File: config.mk
export PLATFORM = sky130hd
export DESIGN_NAME = fp_align_seq
export DESIGN_NICKNAME = d
export VERILOG_FILES = /design/src/rtl/fp_align_seq.sv
export SDC_FILE = /design/constraint.sdc
export NUM_CORES = 1
export LEC_CHECK = 0
export ABC_AREA = 1
export CAP_MARGIN = 10
export CORE_UTILIZATION = 57
export DETAILED_ROUTE_END_ITERATION = 8
export GPL_ROUTABILITY_DRIVEN = 0
export PLACE_DENSITY = 0.89
export SYNTH_ARGS = -nofsm -noshare
export SYNTH_HDL_FRONTEND = slang
export SYNTH_SLANG_ARGS = --single-unit
File: constraint.sdc
create_clock -name clk -period 5.2 [get_ports clk]
set_input_delay 1.04 -clock clk [delete_from_list [all_inputs] [get_ports clk]]
set_output_delay 1.04 -clock clk [all_outputs]
set_load 0.01 [all_outputs]
File: src/rtl/fp_align_seq.sv
// fp_align_seq: sequential exponent-alignment controller for the FP add/sub path.
// Orders two single-precision operands by exponent, then right-shifts the
// smaller significand SHIFT_STEP bits per cycle until both share one exponent.
// Optional feature macro: ALIGN_STICKY_EN (adds the sticky output and its logic;
// when undefined the shifted-out bits are simply truncated).
module fp_align_seq #(
  parameter int SHIFT_STEP = 1
) (
  input  logic        clk,
  input  logic        rst,
  input  logic        in_valid,
  output logic        in_ready,
  input  logic [31:0] a,
  input  logic [31:0] b,
  output logic        out_valid,
  input  logic        out_ready,
  output logic [7:0]  exp_out,
  output logic [23:0] man_big,
  output logic [23:0] man_small,
  output logic        sign_big,
  output logic        sign_small,
  output logic        swapped,
`ifdef ALIGN_STICKY_EN
  output logic        sticky,
`endif
  output logic        busy
);

  typedef enum logic [1:0] {IDLE, CMP, SHIFT, DONE} state_t;

  localparam logic [4:0] STEP_W = 5'(SHIFT_STEP);

  state_t      state_reg, state_next;
  logic [31:0] a_reg, a_next;
  logic [31:0] b_reg, b_next;
  logic [7:0]  exp_reg, exp_next;
  logic [23:0] man_big_reg, man_big_next;
  logic [23:0] man_small_reg, man_small_next;
  logic        sign_big_reg, sign_big_next;
  logic        sign_small_reg, sign_small_next;
  logic        swapped_reg, swapped_next;
  logic [4:0]  rem_reg, rem_next;
`ifdef ALIGN_STICKY_EN
  logic        sticky_reg, sticky_next;
  logic [23:0] out_mask;
`endif

  // Operand decode from the captured pair; the exponent field is used as-is.
  logic [7:0]  exp_a, exp_b;
  logic [23:0] sig_a, sig_b;
  logic [8:0]  diff;
  logic        a_is_big;
  logic [7:0]  d;
  logic [4:0]  step_s;

  assign exp_a    = a_reg[30:23];
  assign exp_b    = b_reg[30:23];
  assign sig_a    = {exp_a != 8'd0, a_reg[22:0]};
  assign sig_b    = {exp_b != 8'd0, b_reg[22:0]};
  assign diff     = {1'b0, exp_a} - {1'b0, exp_b};
  assign a_is_big = ~diff[8];                       // tie keeps A as the big operand
  assign d        = a_is_big ? diff[7:0] : (~diff[7:0] + 8'd1);
  assign step_s   = (rem_reg < STEP_W) ? rem_reg : STEP_W;
`ifdef ALIGN_STICKY_EN
  assign out_mask = (24'd1 << step_s) - 24'd1;     // bits leaving man_small this cycle
`endif

  // Next-state and datapath update; every target defaults to its held value.
  always_comb begin
    state_next      = state_reg;
    a_next          = a_reg;
    b_next          = b_reg;
    exp_next        = exp_reg;
    man_big_next    = man_big_reg;
    man_small_next  = man_small_reg;
    sign_big_next   = sign_big_reg;
    sign_small_next = sign_small_reg;
    swapped_next    = swapped_reg;
    rem_next        = rem_reg;
`ifdef ALIGN_STICKY_EN
    sticky_next     = sticky_reg;
`endif
    case (state_reg)
      IDLE: begin
        if (in_valid) begin
          a_next     = a;
          b_next     = b;
`ifdef ALIGN_STICKY_EN
          sticky_next = 1'b0;
`endif
          state_next = CMP;
        end
      end
      CMP: begin
        swapped_next    = ~a_is_big;
        exp_next        = a_is_big ? exp_a : exp_b;
        man_big_next    = a_is_big ? sig_a : sig_b;
        sign_big_next   = a_is_big ? a_reg[31] : b_reg[31];
        sign_small_next = a_is_big ? b_reg[31] : a_reg[31];
        man_small_next  = a_is_big ? sig_b : sig_a;
        if (d == 8'd0) begin
          state_next = DONE;
        end else if (d >= 8'd24) begin
          // Everything falls off the end: skip the shifter entirely.
          man_small_next = 24'd0;
`ifdef ALIGN_STICKY_EN
          sticky_next    = |(a_is_big ? sig_b : sig_a);
`endif
          state_next     = DONE;
        end else begin
          rem_next   = d[4:0];
          state_next = SHIFT;
        end
      end
      SHIFT: begin
        man_small_next = man_small_reg >> step_s;
`ifdef ALIGN_STICKY_EN
        sticky_next    = sticky_reg | (|(man_small_reg & out_mask));
`endif
        rem_next       = rem_reg - step_s;
        if (rem_reg == step_s) state_next = DONE;
      end
      DONE: begin
        if (out_ready) state_next = IDLE;
      end
      default: state_next = IDLE;
    endcase
  end

  // State and datapath registers with synchronous reset.
  always_ff @(posedge clk) begin
    if (rst) begin
      state_reg      <= IDLE;
      a_reg          <= 32'd0;
      b_reg          <= 32'd0;
      exp_reg        <= 8'd0;
      man_big_reg    <= 24'd0;
      man_small_reg  <= 24'd0;
      sign_big_reg   <= 1'b0;
      sign_small_reg <= 1'b0;
      swapped_reg    <= 1'b0;
      rem_reg        <= 5'd0;
`ifdef ALIGN_STICKY_EN
      sticky_reg     <= 1'b0;
`endif
    end else begin
      state_reg      <= state_next;
      a_reg          <= a_next;
      b_reg          <= b_next;
      exp_reg        <= exp_next;
      man_big_reg    <= man_big_next;
      man_small_reg  <= man_small_next;
      sign_big_reg   <= sign_big_next;
      sign_small_reg <= sign_small_next;
      swapped_reg    <= swapped_next;
      rem_reg        <= rem_next;
`ifdef ALIGN_STICKY_EN
      sticky_reg     <= sticky_next;
`endif
    end
  end

  assign in_ready   = (state_reg == IDLE);
  assign out_valid  = (state_reg == DONE);
  assign busy       = (state_reg != IDLE);
  assign exp_out    = exp_reg;
  assign man_big    = man_big_reg;
  assign man_small  = man_small_reg;
  assign sign_big   = sign_big_reg;
  assign sign_small = sign_small_reg;
  assign swapped    = swapped_reg;
`ifdef ALIGN_STICKY_EN
  assign sticky     = sticky_reg;
`endif

endmodule
Word level (Yosys, flattened, before mapping)
Cells that the tools add are included.

operators by class
  shift-type cells = 1
  add/sub/neg operators = 3
  multiplexer cells = 19
  bitwise gates (word level) = 1
  magnitude comparators = 2
  reductions and logical operators = 9
  equal/unequal tests = 9

operators with widths
  kind                 count
  $mux 24              4
  $pmux 24 s2          1
  $shr 24x5->24        1
  $mux 8               2
  $reduce_bool 8->1    2
  $mux 5               3
  $pmux 5 s2           1
  $sub 8x8->9          1
  $add 8x1->8 const B  1
  $ge 8x5->1 const B   1
  $logic_not 8->1      1
  $ne 2x2->1 const B   4
  $not 8->8            1
  $pmux 2 s4           1
  $mux 2               3
  $reduce_and 3->1     2
  $eq 5x5->1           1
  $lt 5x1->1 const B   1
  $sub 5x5->5          1
  $eq 2x2->1 const B   2
  $mux 1               4
  $reduce_bool 2->1    2
  $eq 2x1->1 const B   1
  $logic_not 2->1      1
  other kinds (2)      2

storage, ports and cells
  word-level logic and storage cells = 54
  flip-flop bits (word level) = 130
  input port bits = 68
  output and inout port bits = 62

Depth between registers and ports, before layout
  depth in word-level cells = 8
  depth in mapped cells = 21
  mapped depth without buffers = 21

Worst setup path after synthesis
OpenSTA, ideal clock, no wires.

  kind = reg-to-reg
  start = reg a_reg[23]
  end = reg man_small_reg[10], in the netlist man_small[10]
  data required time = 5.126 ns
  stages on the path, launching flop included = 20
  arrival time = 2.516 ns
  library setup time = 0.074 ns
  setup slack = 2.609 ns
  buffers on the path = 1
  period minus slack after synthesis = 2.591 ns
  cell sequence = dfxtp_1 inv_1 ha_1 inv_1 fa_1 inv_1 ha_1 inv_1 nor2_4 nand2_4 nor2_1 nand2_1 nand3_1 nand2_2 nor2_4 nand3_4 nor2_8 buf_12 nand2_4 a31oi_2

on the way
  longest elaborated chain between the ends = 8
  elaborated cells between the ends (all ways) = 10
  classes of those cells = add/sub (2); order compare (1); mux (5); bitwise (1); reduce/logical (1)

ends and longest elaborated chain
  item                      RTL line  source
  start: declaration        34        logic [31:0] a_reg, a_next;
  start signal: assignment  148       a_reg <= a_next;
  $sub 8x8->9 (*)           60        assign diff = {1'b0, exp_a} - {1'b0, exp_b};
  $not 8->8                 62        assign d = a_is_big ? diff[7:0] : (~diff[7:0] + 8'd1);
  $add 8x1->8               62
  $mux 8                    62
  $ge 8x5->1                103       end else if (d >= 8'd24) begin
  $mux 24                   103
  $mux 24 (*)               101       if (d == 8'd0) begin
  $pmux 24 s2 (*)           83        case (state_reg)
  end signal: assignment    152       man_small_reg <= man_small_next;
  end: declaration          38        logic [23:0] man_small_reg, man_small_next;

Mark *: on every way between the ends. The rest lies on a longest branch, timed or not.
A chain may end at the register's enable or synchronous reset.

Final worst setup path
  start = reg a_reg[23]
  end = reg man_small_reg[23], in the netlist man_small[23]

on the way
  longest elaborated chain between the ends = 8
  elaborated cells between the ends (all ways) = 11
  classes of those cells = add/sub (2); order compare (1); mux (5); bitwise (1); reduce/logical (2)

ends and longest elaborated chain
  item             RTL line
  $sub 8x8->9      60
  $not 8->8        62
  $add 8x1->8      62
  $mux 8           62
  $ge 8x5->1       103
  $mux 24          103
  $mux 24 (*)      101
  $pmux 24 s2 (*)  83

Marked as above.

==> out/metrics.cfg <==
[timing]
grt_setup_unrepaired=no
final-hold-violation-count=0
max_freq_mhz=308.5
worst_pin_slew_ns=1.003
clock_skew_ns=0.006804
slew_viol_final=0
slew_headroom_pct=33.16
setup_viol=0
finalCritPeriodShare_pct=62.34
finalSetupTns_ns=0
fin_crit_ns=3.242

[logic_synthesis]
yosys.area_share.adder_pct=2.992
synth_edf_count=0
synth.area.top_cells=dfxtp_1 37%, nand2_1 10%, o21ai_0 8.7%
syn-cell-area_um2=6942
synth_ff_type=dfxtp_1
syn_area_per_cell_um2=7.120
ys_async_sr_fraction_pct=0
synth_top_family_by_area=simple AND/OR/NAND/NOR gates
yosys_register_bits=130
synth.largest_area_cell=dfxtp_1
synth_compound_area_share_pct=20.91
synthSimpleGateAreaFrac_pct=28.88
yosysWarnings=0
synth_cell_types=40
syn-num-nets=1059
yosysTopAreaCellShare_pct=37.49
yosys.area_share.xor_xnor_pct=0.2523
ys_seq_area_share_pct=37.49
synthMuxAreaShare_pct=0.1442
postSynthCellCount=975

[worst_setup_path]
critPathKind=flop to flop
reg2regPathDepth=18
end_kind=flop
critPathMaxFanout=24
cp.required_ns=5.54
start_kind=flop
critPathArrivalTime_ns=3.59

[run_status]
status=finished, final reports clean

[clock_network]
tritoncts=built
clk_pin_slew_ns=0.06
clockRootBuffer=clkbuf_16
postCtsHoldBufs=0
cts_buffer_depth=2
clkLatencyLatePin_ns=0.42
htreeDepth=4
cts-resized-gates=0
cts_sinks=130
post-cts-setup-buffers=0
cts_made_buffers=17

[global_route]
grt.overflow.total=0
grt_pass1_vias=6273
antenna_found_initial=1
grt_use_total_pct=29.38
grt_pass1_wl_um=29760
grt_start_max_net_pins=67

[routing]
first_iter_violations=714
num_vias=6755
wl_per_cell_um=14.61
drtAntennaViolNets=0
viasPerCell=5.523
wirelength_um=17870
drc=0
firstDrtPassIters=5

[final_layout]
syn_to_final_growth_pct=26.05
fill_cells=846
drive_gt1_share_pct=10.47
fin_nets=1151

[power]
cellPowerDensity_nw_per_um2=699.5
vdd_drop_max_v=0.0004493
p_leak_uw=0.003904
total_power_uw=6120

[floorplan]
rows=39
io_pins=130
start_util_pct=59.52
die_area_um2=12620
die_y_um=112.4
core_um2=11660
die_x_um=112.4

[flow_run]
drv_cap=0

[placed_design]
portBuffers=129
detailed_place_hpwl_um=11940

[hold_path]
whs_path_depth=2
hold_class=flop to flop

==> final cells by class <==
class	count	area, um2	share of cell area, %
multi-input cells	693	3699	42.27
flip-flops and latches	130	2603	29.74
repair buffers	136	1344	15.36
clock buffers	22	484.2	5.534
inverters	89	334.1	3.818
well taps	143	178.9	2.045
clock inverters	9	105.1	1.201
diodes	1	2.502	0.02860
==> Yosys cell counts, types with 3 or more instances <==
cell	n
a21oi_1	36
a21oi_2	6
a31oi_1	4
a31oi_2	18
buf_2	3
clkbuf_1	50
dfxtp_1	130
dlygate4sd1_1	4
ha_1	15
inv_1	83
inv_2	4
nand2_1	188
nand2_2	12
nand2_4	19
nand3_1	46
nand3_2	4
nand4_1	7
nor2_1	152
nor2_4	3
o211ai_1	45
o21ai_0	120
==> kinds of logic after synthesis <==
logic type | Yosys count
compound gates | 233
xor+xnor | 2
fa+ha+maj | 16
buf+inv | 152
flops | 130
mux | 1
simple gates | 441
==> through the flow <==
step | instances | utilization (%) | hold WS (ns) | cell area (um2) | setup WS [ns]
4_1_cts | 1222 | 75.00 | 0.4833 | 8747 | 1.971
5_1_grt | 1223 | 75.02 | 0.5007 | 8750 | 1.743
2_1_floorplan | 975 | - | 0.4448 | 6942 | 2.609
3_5_place_dp | 1191 | 69.95 | 0.4667 | 8158 | 1.975
6_report | 1223 | 75.02 | 0.4803 | 8750 | 1.958
3_3_place_gp | 1191 | 69.95 | 0.4631 | 8158 | 2.042
==> power by group <==
part / total [uW] / switching [uW] / leakage, uW / internal (uW)
logic: 3380 / 2180 / 0.00254 / 1200
registers: 1560 / 237 / 0.00107 / 1320
clock network: 1180 / 432 / 0.000292 / 751
==> worst paths after layout <==
check / start / to / slack, ns
max reg2reg: a_reg[23] / man_small[23] / 1.96
min reg2reg: exp_out[2] / exp_out[2] / 0.48
min: exp_out[2] / exp_out[2] / 0.48
max: a_reg[23] / man_small[23] / 1.96
==> layer usage <==
| metal | wire length [um] | share of wire (%) | vias to the layer above | global-route usage [%] |
|---|---|---|---|---|
| met5 | 0 | 0 | - | 0 |
| met4 | 431 | 2.4 | 0 | 11.73 |
| met3 | 1067 | 6.0 | 36 | 5.832 |
| met2 | 8028 | 45 | 253 | 46.09 |
| met1 | 8340 | 47 | 3087 | 39.84 |
| li1 | - | - | 3379 | - |
==> cells in the final DEF (no fill, tap or decap), drive strengths merged, types with 2 or more instances in the layout <==
cell	instances
bufinv	2
ha	15
nand3	51
xor2	2
nand2	219
o21ai	121
buf	7
nor4	2
o211ai	45
clkinv	7
clkdlybuf4s50	129
dfxtp	130
inv	88
nor2	158
a31oi	22
a21oi	42
clkbuf	22
o21a	2
nand3b	2
nand4	7
==> critical path: stages, from the launching register on <==
cell and delay (ns):
dfxtp_1 0.33, inv_1 0.07, ha_1 0.19, inv_1 0.14
fa_1 0.44, inv_1 0.12, ha_1 0.16, inv_1 0.08
nor2_4 0.13, nand2_4 0.06, nor2_1 0.10, nand2_1 0.07
nand3_1 0.08, nand2_2 0.07, nor2_4 0.12, nand3_4 0.11
nor2_8 0.56, nand3_1 0.16, a21oi_1 0.18
Power figures use the tool's default switching activity.
